<file path="src/rtl/acc_req_queue.sv">
// Per-core accumulate request buffer: one circular FIFO per accumulator, each head
// offered to the accumulator arbiter as an independent valid/ready request.
module acc_req_queue #(
  parameter int N_ACC = 3,
  parameter int DEPTH = 4,
  parameter int AW    = $clog2(N_ACC)
) (
  input  logic                                   clk,
  input  logic                                   reset,
  input  logic                                   push_valid,
  input  logic [AW-1:0]                          push_acc,
  input  logic [31:0]                            push_data,
  output logic                                   push_ready,
  output logic [N_ACC-1:0]                       req_valid,
  input  logic [N_ACC-1:0]                       req_ready,
  output logic [N_ACC*32-1:0]                    req_data,
  output logic [N_ACC*($clog2(DEPTH)+1)-1:0]     count,
  output logic                                   all_empty
);

  localparam int PW = $clog2(DEPTH);
  localparam int CW = PW + 1;

  logic [CW-1:0] wptr_q [N_ACC];
  logic [CW-1:0] wptr_d [N_ACC];
  logic [CW-1:0] rptr_q [N_ACC];
  logic [CW-1:0] rptr_d [N_ACC];
  logic [31:0]   mem_q  [N_ACC][DEPTH];

  logic [N_ACC-1:0] full;
  logic [N_ACC-1:0] empty;
  logic [N_ACC-1:0] push_sel;
  logic [N_ACC-1:0] pop;

  // Status and handshakes depend only on registered pointers, push_acc and
  // req_ready of the same FIFO; push_ready never sees req_ready.
  always_comb begin
    // NOTE: every always_comb output gets a default first so no path leaves it unassigned (no latch).
    push_ready = 1'b0;
    full       = '0;
    empty      = '0;
    push_sel   = '0;
    pop        = '0;
    for (int i = 0; i < N_ACC; i++) begin
      empty[i] = (wptr_q[i] == rptr_q[i]);
      full[i]  = (wptr_q[i][PW-1:0] == rptr_q[i][PW-1:0]) &&
                 (wptr_q[i][PW] != rptr_q[i][PW]);
      // An out-of-range index matches no FIFO, so push_ready stays low for it.
      if (push_acc == AW'(i) && !full[i]) push_ready = 1'b1;
      push_sel[i] = push_valid && (push_acc == AW'(i)) && !full[i];
      pop[i]      = !empty[i] && req_ready[i];
      wptr_d[i]   = wptr_q[i] + CW'(push_sel[i]);
      rptr_d[i]   = rptr_q[i] + CW'(pop[i]);
    end
  end

  // NOTE: sequential state uses non-blocking assignments so all registers update from pre-edge values.
  always_ff @(posedge clk) begin
    if (reset) begin
      for (int i = 0; i < N_ACC; i++) begin
        wptr_q[i] <= '0;
        rptr_q[i] <= '0;
      end
    end else begin
      for (int i = 0; i < N_ACC; i++) begin
        wptr_q[i] <= wptr_d[i];
        rptr_q[i] <= rptr_d[i];
      end
    end
  end

  // NOTE: storage is not reset; equal pointers after reset make every stale entry invisible.
  always_ff @(posedge clk) begin
    for (int i = 0; i < N_ACC; i++) begin
      if (push_sel[i] && !reset) mem_q[i][wptr_q[i][PW-1:0]] <= push_data;
    end
  end

  always_comb begin
    req_valid = '0;
    req_data  = '0;
    count     = '0;
    for (int i = 0; i < N_ACC; i++) begin
      req_valid[i]          = !empty[i];
      req_data[i*32 +: 32]  = mem_q[i][rptr_q[i][PW-1:0]];
      count[i*CW +: CW]     = wptr_q[i] - rptr_q[i];
    end
    all_empty = &empty;
  end

endmodule

</file>
<file path="config.mk">
export PLATFORM = sky130hd
export DESIGN_NAME = acc_req_queue
export DESIGN_NICKNAME = d
export VERILOG_FILES = /design/src/rtl/acc_req_queue.sv
export SDC_FILE = /design/constraint.sdc
export NUM_CORES = 1
export LEC_CHECK = 0
export BUFFER_PORTS_ARGS = -buffer_cell sky130_fd_sc_hd__clkbuf_2
export CORE_ASPECT_RATIO = 1.1
export CORE_MARGIN = 10
export CORE_UTILIZATION = 30
export DETAILED_ROUTE_END_ITERATION = 12
export PLACE_DENSITY = 0.54
export SKIP_CTS_REPAIR_TIMING = 1
export SLEW_MARGIN = 10
export SYNTH_ARGS = -nofsm -noshare
export SYNTH_HDL_FRONTEND = slang
export SYNTH_SLANG_ARGS = --single-unit
</file>
<file path="constraint.sdc">
create_clock -name clk -period 4.43 [get_ports clk]
set_input_delay 0.886 -clock clk [delete_from_list [all_inputs] [get_ports clk]]
set_output_delay 0.886 -clock clk [all_outputs]
set_load 0.03 [all_outputs]
</file>
==> results.yml, run 1 <==
outcome:
  status: "complete, no violations"
sta:
  rsz0062_at_grt: "false"
  setup_viol: 0
  finClkSkew_ns: 0.0227
  finalCritPeriodShare_pct: 74.6
  finalHoldViolCount: 0
  drv_slew: 0
  fin_ws_ns: 1.12
  fin_crit_ns: 3.31
  max_freq_ghz: 0.303
  relSlewSlack_pct: 46.8
  tightest_slew_ns: 0.797
  final.setup.tns_ns: 0
routing:
  via_per_inst: 4.50
  finalWirelength_mm: 33.9
  drtAntennaViolNets: 0
  wl_per_cell_um: 22.6
  route.vias.total: 6766
  drt-pass1-iter-count: 5
  drt-initial-drc-count: 550
  drc: 0
worst_setup_path:
  r2r_setup_slack_ns: 1.76
  end_kind: "output pin"
  cp_max_fo: 34
  reg2regPathDepth: 5
  critical_path_required_ns: 3.54
  critPathArrivalTime_ns: 2.42
  r2r-start: "rptr_q[0][3]"
  rr_endpoint: "mem_q[0][241]"
  worstSetupPathType: "reg -> out"
  startpoint_type: "flop"
yosys:
  synth_area_um2: 15100
  syn_nets: 691
  syn_area_per_cell_um2: 24.0
  synth_top_cell_by_area: "edfxtp_1"
  synth_seq_cells: 402
  netlist_top_cells_count: "384 x edfxtp_1, 90 x mux4_2, 18 x dfxtp_1, 18 x ha_1, 18 x inv_1"
  ys_seq_area_share_pct: 78.7
  yosysTopAreaCellShare_pct: 76.3
  synthCells: 630
  yosys-top-cells-area: "edfxtp_1 76%, mux4_2 13%, dfxtp_1 2.4%"
  synth_edf_count: 384
  synth-main-ff-cell: "edfxtp_1"
  synth_cell_types: 23
  synthMostInstantiatedCell: "edfxtp_1"
  yosysWarnings: 0
  async_flop_share_pct: 0
grt:
  grt_max_degree: 35
  overflow: 0
  grt.total_usage_pct: 11.2
  grt_pass1_wl_mm: 49.9
  antenna_found_initial: 1
  grt_pass1_vias: 7239
final_layout:
  design_area_um2: 17900
  n_antenna_cell: 0
  final_layout_size_suffix_gt1_share_pct: 38.4
  n_fill_cell: 4684
  syn_to_final_growth_pct: 18.4
  final_core_util_pct: 35.8
  nNetsFinal: 875
clock_network:
  clk_latency_ns: 0.54
  cts_buffer_depth: 3
  clk_pin_slew_ns: 0.06
  numClockSinks: 402
  cts_tree: "done"
  cts-root-buf: "clkbuf_16"
  htree_levels: 2
  cts-buffers-inserted: 43
die:
  die_y_um: 255
  dieArea_um2: 59800
  pin_count: 150
  core_um2: 49900
  initial_core_util_pct: 30.3
  rows: 86
  chipWidth_um: 234
place:
  gp_congestion: 0.731
  port_buffers: 149
  dp_hpwl_mm: 21.1
  detailedPlace.worstSlack_ns: 1.52
  dpl_cell_area_um2: 16600
run:
  maxCapViolCount: 0
power_and_ir_drop:
  ir_drop_mv: 0.242
  power.density_nw_per_um2: 461
  finalPower_uw: 8250
  p_leak_uw: 0.00587
hold_path:
  hp-start: "rptr_q[0][8]"
  hp-class: "reg -> reg"
  whs_path_depth: 2
  holdPathEnd: "rptr_q[0][8]"
[flip-flops by register name (all words and copies together), names as in the netlist]
signal and cells:
rptr_q 9, wptr_q 9, mem_q 384
[layout by cell type (no fill, tap or decap), types with 2 or more instances in the layout]
cell type  Yosys  layout
and2_1         3       3
buf_4          0      16
bufinv_16      0       2
clkbuf_1       4      13
clkbuf_16      0      44
clkbuf_2       0     149
clkinv_1       0      11
clkinv_2       0       2
dfxtp_1       18      12
dfxtp_2        0       3
dfxtp_4        0       3
edfxtp_1     384     384
fa_1           3       3
ha_1          18      18
inv_1         18      18
mux4_1         6       6
mux4_2        90      90
nand2_1        3       3
nand3_1        3       3
nor2_1         9       9
nor2b_1       14      14
nor3_2         0      12
o211ai_1       3       3
o21ai_0        4       4
xnor2_1       12      12
[report_power, final]
group / switching [µW] / internal [µW] / total, µW
logic: 421 / 243 / 664
registers: 85.1 / 4190 / 4280
clock network: 1380 / 1930 / 3310
total: 1880 / 6370 / 8250
[stage by stage]
step	instances	hold WS, ns
6_report	1504	0.537
5_1_grt	1504	0.562
2_1_floorplan	630	0.503
3_3_place_gp	1429	0.521
3_5_place_dp	1429	0.529
4_1_cts	1504	0.544
[cell type report]
cell class | count | area, µm² | share of cell area (%)
Clock buffer | 57 | 1150 | 6.43
Clock inverter | 18 | 144 | 0.804
Inverter | 18 | 67.6 | 0.378
Multi-Input combinational cell | 184 | 2930 | 16.4
Sequential cell | 402 | 11900 | 66.6
Tap cell | 660 | 826 | 4.62
Timing Repair Buffer | 165 | 866 | 4.84
[how the worst max path moves through the flow]
| stage | start | to | slack (ns) | cells after the start |
|---|---|---|---|---|
| global route | rptr_q[0][0] | push_ready | 0.88 | 5 |
| detailed placement | reset | mem_q[0][112] | 1.52 | 5 |
| global placement | reset | mem_q[0][51] | 1.57 | 5 |
| CTS | rptr_q[0][0] | push_ready | 1.00 | 5 |
| finish | rptr_q[0][0] | push_ready | 1.12 | 5 |
| floorplan | rptr_q[0][4] | mem_q[0][160] | 0.36 | 7 |
[worst max-delay path, stage by stage (launching register included)]
cell	delay [ns]
dfxtp_4	0.83
ha_1	0.38
nand2_1	0.09
o21ai_0	0.12
o211ai_1	0.22
clkbuf_2	0.24
[layer usage]
layer	part of all wire (%)	up-vias	global-route usage [%]
met5	0.038	-	0
met1	43	3550	14.9
met3	5.7	42	2.45
met2	49	178	18.3
li1	-	2994	-
met4	1.5	2	2.71
[cell families after synthesis]
kind of cell | after synthesis | share of synthesized area, %
XOR/XNOR | 12 | 0.696
AND/OR/NAND/NOR | 47 | 1.62
adder cells (fa/ha/maj) | 21 | 1.89
AO/OA/AOI/OAI | 8 | 0.340
multiplexers | 96 | 14.5
buffers and inverters | 44 | 2.29
flip-flops | 402 | 78.7
Note: power is estimated with default switching activity, not from simulation.
==> inputs of run 2 (changes only) <==
- ABC_AREA: default -> 1
- PLACE_DENSITY: 0.54 -> 0.56
- clock period: 4.43 -> 2.71 ns (I/O delays scaled with it)
==> run 2 against run 1 <==
Against the previous run: clock-buffer cell count is 8 lower; combinational power rose to 2.5 times the previous value; flip-flop and latch count is the same; routed wire length is 21% higher; synthesized area grew 4.8%; final area increased by 5.6%; die area increased by 4.4%; register-to-register slack worse by 1.4 ns; non-clock buffer count increased by 21; global-route usage rose by 1.7 points; setup slack worse by 1.0 ns; largest power group unchanged; highest routed layer is now met4.
==> results.yml, run 2 <==
place:
  detailedPlace.worstSlack_ns: 0.342
  dp_hpwl_mm: 26.5
  port_buffers: 149
  gp_congestion: 0.760
worst_setup_path:
  cp_max_fo: 4
  crit_chain: "inv_1 > ha_1 > fa_1 > xnor2_1 > clkbuf_2"
  r2r_setup_slack_ns: 0.41
  r2r-start: "rptr_q[0][1]"
  rr_endpoint: "mem_q[0][12]"
  slowest_delay_ns: 0.43
  end_kind: "output pin"
  path_buf_inv: 2
  cp_slowest_cell: "fa_1"
  critical_path_required_ns: 2.17
  worstSetupPathType: "reg -> out"
  reg2regPathDepth: 8
  crit_family: "adder cells"
  critPathArrivalTime_ns: 2.06
  startpoint_type: "flop"
hold_path:
  whs_path_depth: 1
  hp-class: "in -> reg"
  holdPathEnd: "mem_q[0][212]"
  hp-start: "push_data[20]"
sta:
  max_freq_ghz: 0.385
  relSlewSlack_pct: 68.9
  fin_crit_ns: 2.60
  finalHoldViolCount: 0
  tightest_slew_ns: 0.465
  rsz0062_at_grt: "false"
  setup_viol: 0
  fin_ws_ns: 0.109
  finClkSkew_ns: 0.0130
  finalCritPeriodShare_pct: 96.0
  drv_slew: 0
clock_network:
  cts_buffer_depth: 3
  cts-root-buf: "clkbuf_16"
  numClockSinks: 402
  clk_pin_slew_ns: 0.06
  htree_levels: 2
  clk_latency_ns: 0.55
  cts-buffers-inserted: 41
  cts_tree: "done"
final_layout:
  largest_reg_flops: 384
  mostFrequentLayoutCells: "384 x edfxtp_1, 202 x nor2_1, 148 x clkbuf_2"
  final_core_util_pct: 36.1
  seq_area_um2: 11900
  syn_to_final_growth_pct: 19.3
  n_fill_cell: 4933
  final_layout_size_suffix_gt1_share_pct: 25.6
  nNetsFinal: 1336
  layout_commonest_cell: "edfxtp_1"
  n_antenna_cell: 0
  multi_input_area_um2: 3360
die:
  pin_count: 150
  rows: 88
  chipWidth_um: 239
  dieArea_um2: 62400
  core_um2: 52300
  initial_core_util_pct: 30.3
  die_y_um: 261
routing:
  route.vias.total: 9304
  drtAntennaViolNets: 0
  drt-initial-drc-count: 619
  drt-pass1-iter-count: 6
  finalWirelength_mm: 40.9
  via_per_inst: 4.69
  drc: 0
  wl_per_cell_um: 20.6
power_and_ir_drop:
  ir_drop_mv: 0.437
  combPwrFrac_pct: 11.6
  p_leak_uw: 0.00661
  intPower_uw: 10900
  clkPwrFrac_pct: 41.0
  p_sw_uw: 3640
  switching_share_pct: 25.1
  power_frac_seq_pct: 47.5
  power.density_nw_per_um2: 769
yosys:
  synth_seq_cells: 402
  yosys-top-cells-area: "edfxtp_1 73%, nor2_1 5.1%, o21ai_1 3.7%"
  synthMostInstantiatedCell: "edfxtp_1"
  syn_area_per_cell_um2: 14.3
  yosysTopAreaCellShare_pct: 72.8
  ys_seq_area_share_pct: 75.1
  synth_top_cell_by_area: "edfxtp_1"
  synthCells: 1105
  synth-main-ff-cell: "edfxtp_1"
  synth_area_um2: 15800
  synth_cell_types: 28
  synth_edf_count: 384
  syn_nets: 1166
  netlist_top_cells_count: "384 x edfxtp_1, 214 x nor2_1, 117 x o21ai_1, 73 x o22ai_1, 56 x o21ai_0"
  yosysWarnings: 0
  async_flop_share_pct: 0
grt:
  overflow: 0
  grt_pass1_wl_mm: 60.7
  grt_pass1_vias: 9303
  grt_max_degree: 65
  grt.total_usage_pct: 12.9
  antenna_found_initial: 0
outcome:
  status: "complete, no violations"
run:
  maxCapViolCount: 0
## run 2: changes by cell type in the layout (fill, tap and decap cells not counted), sizes merged, moves of 22 or more
| cell | delta |
|---|---|
| inv | +30 |
| nor2 | +221 |
| o22ai | +96 |
| mux4 | -96 |
| buf | +22 |
| o21ai | +188 |
| nand2 | +32 |
## run 2: how the worst max path moves through the flow
stage                            start  depth (start not counted)            to
after floorplan           rptr_q[0][1]                          8   mem_q[0][0]
after global placement    rptr_q[0][0]                          7  mem_q[0][44]
after CTS                 rptr_q[0][7]                          4  req_data[74]
after global routing      rptr_q[0][0]                          4  req_data[20]
after detailed placement  rptr_q[0][0]                          7  mem_q[0][20]
final                     wptr_q[0][6]                          5      count[8]
## run 2: per-stage QoR
stage          instances  cell area [µm²]  hold WS, ns  total power [µW]  setup TNS (ns)
3_5_place_dp        1906            17400        0.545              8740               0
3_3_place_gp        1906            17400        0.528              8720               0
5_1_grt             1982            18900        0.360             15100               0
6_report            1982            18900        0.350             14500               0
4_1_cts             1981            18800        0.341             14700          -0.422
2_1_floorplan       1105            15800        0.504              8180         -129.89
## run 2: power by group through the flow
stage | logic (µW) | clock network (µW) | registers [µW]
after detailed placement | 1700 | 0 | 7030
after global routing | 1830 | 6350 | 6900
after floorplan | 1180 | 0 | 7000
final | 1680 | 5950 | 6900
after CTS | 1710 | 6070 | 6900
after global placement | 1690 | 0 | 7030
## run 2: final cells by class
type | count | area share (%)
Clock inverter | 26 | 1.87
Timing Repair Buffer | 186 | 5.96
Multi-Input combinational cell | 595 | 17.8
Clock buffer | 49 | 5.70
Inverter | 49 | 1.15
Tap cell | 675 | 4.47
Sequential cell | 402 | 63.0
## run 2: cell families (layout without fill, tap and decap cells)
kind of cell,count (synthesis),in the layout,share of synthesized area (%)
DFF,402,402,75.1
xor gates and xnor gates,9,9,0.498
adders and majority gates,21,21,1.80
and+or+nand+nor,276,276,6.91
buffers and inverters,108,310,4.42
AOI/OAI and AO/OA,289,289,11.3
## run 2: metal layers
metal | vias up | wire [µm] | GRT usage (%) | part of all wire, %
met3 | 58 | 1970 | 2.31 | 4.8
met2 | 208 | 19800 | 21.3 | 48
met4 | 0 | 934 | 4.18 | 2.3
li1 | 4401 | - | - | -
met5 | - | 0 | 0 | 0
met1 | 4637 | 18200 | 16.9 | 45
==> inputs of run 3 (changes only) <==
- ABC_AREA: 1 -> default
- CELL_PAD_IN_SITES_DETAIL_PLACEMENT: default -> 0
- CELL_PAD_IN_SITES_GLOBAL_PLACEMENT: default -> 1
- PLACE_DENSITY: 0.56 -> 0.6
==> run 3 against run 2 <==
Against the previous run: via count decreased by 26%; utilization is 0.62 points higher; sequential share of layout area is 1.9 points higher; hold slack lost 0.0098 ns; critical path depth fell by 2; clock skew grew 0.010 ns; global-route usage is 1.4 points lower; routed wire length shrank 15%; largest power group unchanged.
==> results.yml, run 3 (synthesized netlist as in run 1, its figures left out) <==
outcome:
  status: "complete, no violations"
die:
  initial_core_util_pct: 30.3
  chipWidth_um: 234
  pin_count: 150
  core_um2: 49900
  die_y_um: 255
  rows: 86
  dieArea_um2: 59800
power_and_ir_drop:
  switching_share_pct: 23.3
  p_leak_uw: 0.00603
  power.density_nw_per_um2: 745
  intPower_uw: 10500
  power_frac_seq_pct: 50.4
  combPwrFrac_pct: 9.4
  clkPwrFrac_pct: 40.3
  ir_drop_mv: 0.459
  p_sw_uw: 3180
routing:
  via_per_inst: 4.56
  finalWirelength_mm: 34.7
  drt-initial-drc-count: 467
  route.vias.total: 6911
  drtAntennaViolNets: 0
  drc: 0
  wl_per_cell_um: 22.9
  drt-pass1-iter-count: 4
clock_network:
  clk_latency_ns: 0.55
  cts_tree: "done"
  numClockSinks: 402
  htree_levels: 2
  cts-buffers-inserted: 43
  clk_pin_slew_ns: 0.06
  cts-root-buf: "clkbuf_16"
  cts_buffer_depth: 3
final_layout:
  layout_commonest_cell: "edfxtp_1"
  mostFrequentLayoutCells: "384 x edfxtp_1, 146 x clkbuf_2, 90 x mux4_2"
  final_cells: 1514
  nNetsFinal: 882
  largest_reg_flops: 384
  n_antenna_cell: 0
  syn_to_final_growth_pct: 21.4
  final_layout_size_suffix_gt1_share_pct: 41.1
  n_fill_cell: 4634
hold_path:
  hp-class: "in -> reg"
worst_setup_path:
  worstSetupPathType: "reg -> out"
  cp_max_fo: 32
  end_kind: "output pin"
  startpoint_type: "flop"
  critPathArrivalTime_ns: 2.09
  critical_path_required_ns: 2.17
place:
  gp_congestion: 0.695
  dp_hpwl_mm: 20.9
  dp_cells: 1433
  port_buffers: 149
grt:
  overflow: 0
  antenna_found_initial: 1
  grt.total_usage_pct: 11.5
  grt_pass1_vias: 7376
  grt_max_degree: 35
  grt_pass1_wl_mm: 50.5
sta:
  finalHoldViolCount: 0
  tightest_slew_ns: 0.877
  final.setup.tns_ns: 0
  finalCritPeriodShare_pct: 97.0
  drv_slew: 0
  relSlewSlack_pct: 41.3
  max_freq_ghz: 0.380
  fin_crit_ns: 2.63
  rsz0062_at_grt: "false"
  finClkSkew_ns: 0.0234
  setup_viol: 0
run:
  maxCapViolCount: 0
[run 3: cell count changes in the layout (fill, tap and decap cells not counted), moves of 26 or more]
cell / change
nor2_1: -193
o22ai_2: -28
nand2_1: -32
inv_1: -26
o21ai_1: -116
o21ai_0: -53
mux4_2: +90
o22ai_1: -68
[run 3: path summary, 6_finish.rpt]
check	start	endpoint	slack, ns	depth (start not counted)
worst max-delay path	rptr_q[0][6]	req_data[86]	0.08	3
worst min-delay path	push_data[24]	mem_q[0][152]	0.34	1
worst max register to register	wptr_q[0][6]	mem_q[0][379]	0.54	6
worst min register to register	wptr_q[0][2]	wptr_q[0][2]	0.54	2
[run 3: metrics by stage]
stage / area [µm²] / utilization (%) / total power (µW) / worst slack, ns / hold slack (ns)
3_5_place_dp: 16900 / 33.9 / 8300 / 0.322 / 0.526
2_1_floorplan: 15200 / - / 7890 / -0.408 / 0.503
6_report: 18300 / 36.7 / 13700 / 0.0801 / 0.340
4_1_cts: 18300 / 36.6 / 13800 / -0.145 / 0.322
3_3_place_gp: 16900 / 33.9 / 8290 / 0.371 / 0.525
5_1_grt: 18300 / 36.7 / 14200 / 0.00305 / 0.351
[run 3: layout make-up]
cell class	count	area, µm²	area share, %
Sequential cell	402	11900	65.0
Multi-Input combinational cell	184	3040	16.6
Timing Repair Buffer	172	1170	6.37
Clock buffer	53	1130	6.18
Tap cell	660	826	4.50
Clock inverter	25	191	1.04
Inverter	18	67.6	0.368
[run 3: worst max-delay path: stages, from the launching register on]
cell,delay (ns)
dfxtp_4,0.37
buf_12,0.26
mux4_2,0.62
clkbuf_2,0.23
[run 3: metal layers]
layer | GRT usage (%) | routed length [µm] | vias up
met2 | 18.7 | 17100 | 176
li1 | - | - | 3009
met1 | 15.4 | 15300 | 3683
met3 | 2.42 | 1770 | 41
met5 | 0 | 13 | -
met4 | 2.73 | 538 | 2
[run 3: power by group through the flow]
stage | clock network [µW] | logic, µW | registers (µW)
5_1_grt | 5920 | 1380 | 6880
4_1_cts | 5670 | 1280 | 6890
6_report | 5500 | 1280 | 6880
3_5_place_dp | 0 | 1280 | 7020
3_3_place_gp | 0 | 1270 | 7020
2_1_floorplan | 0 | 896 | 7000
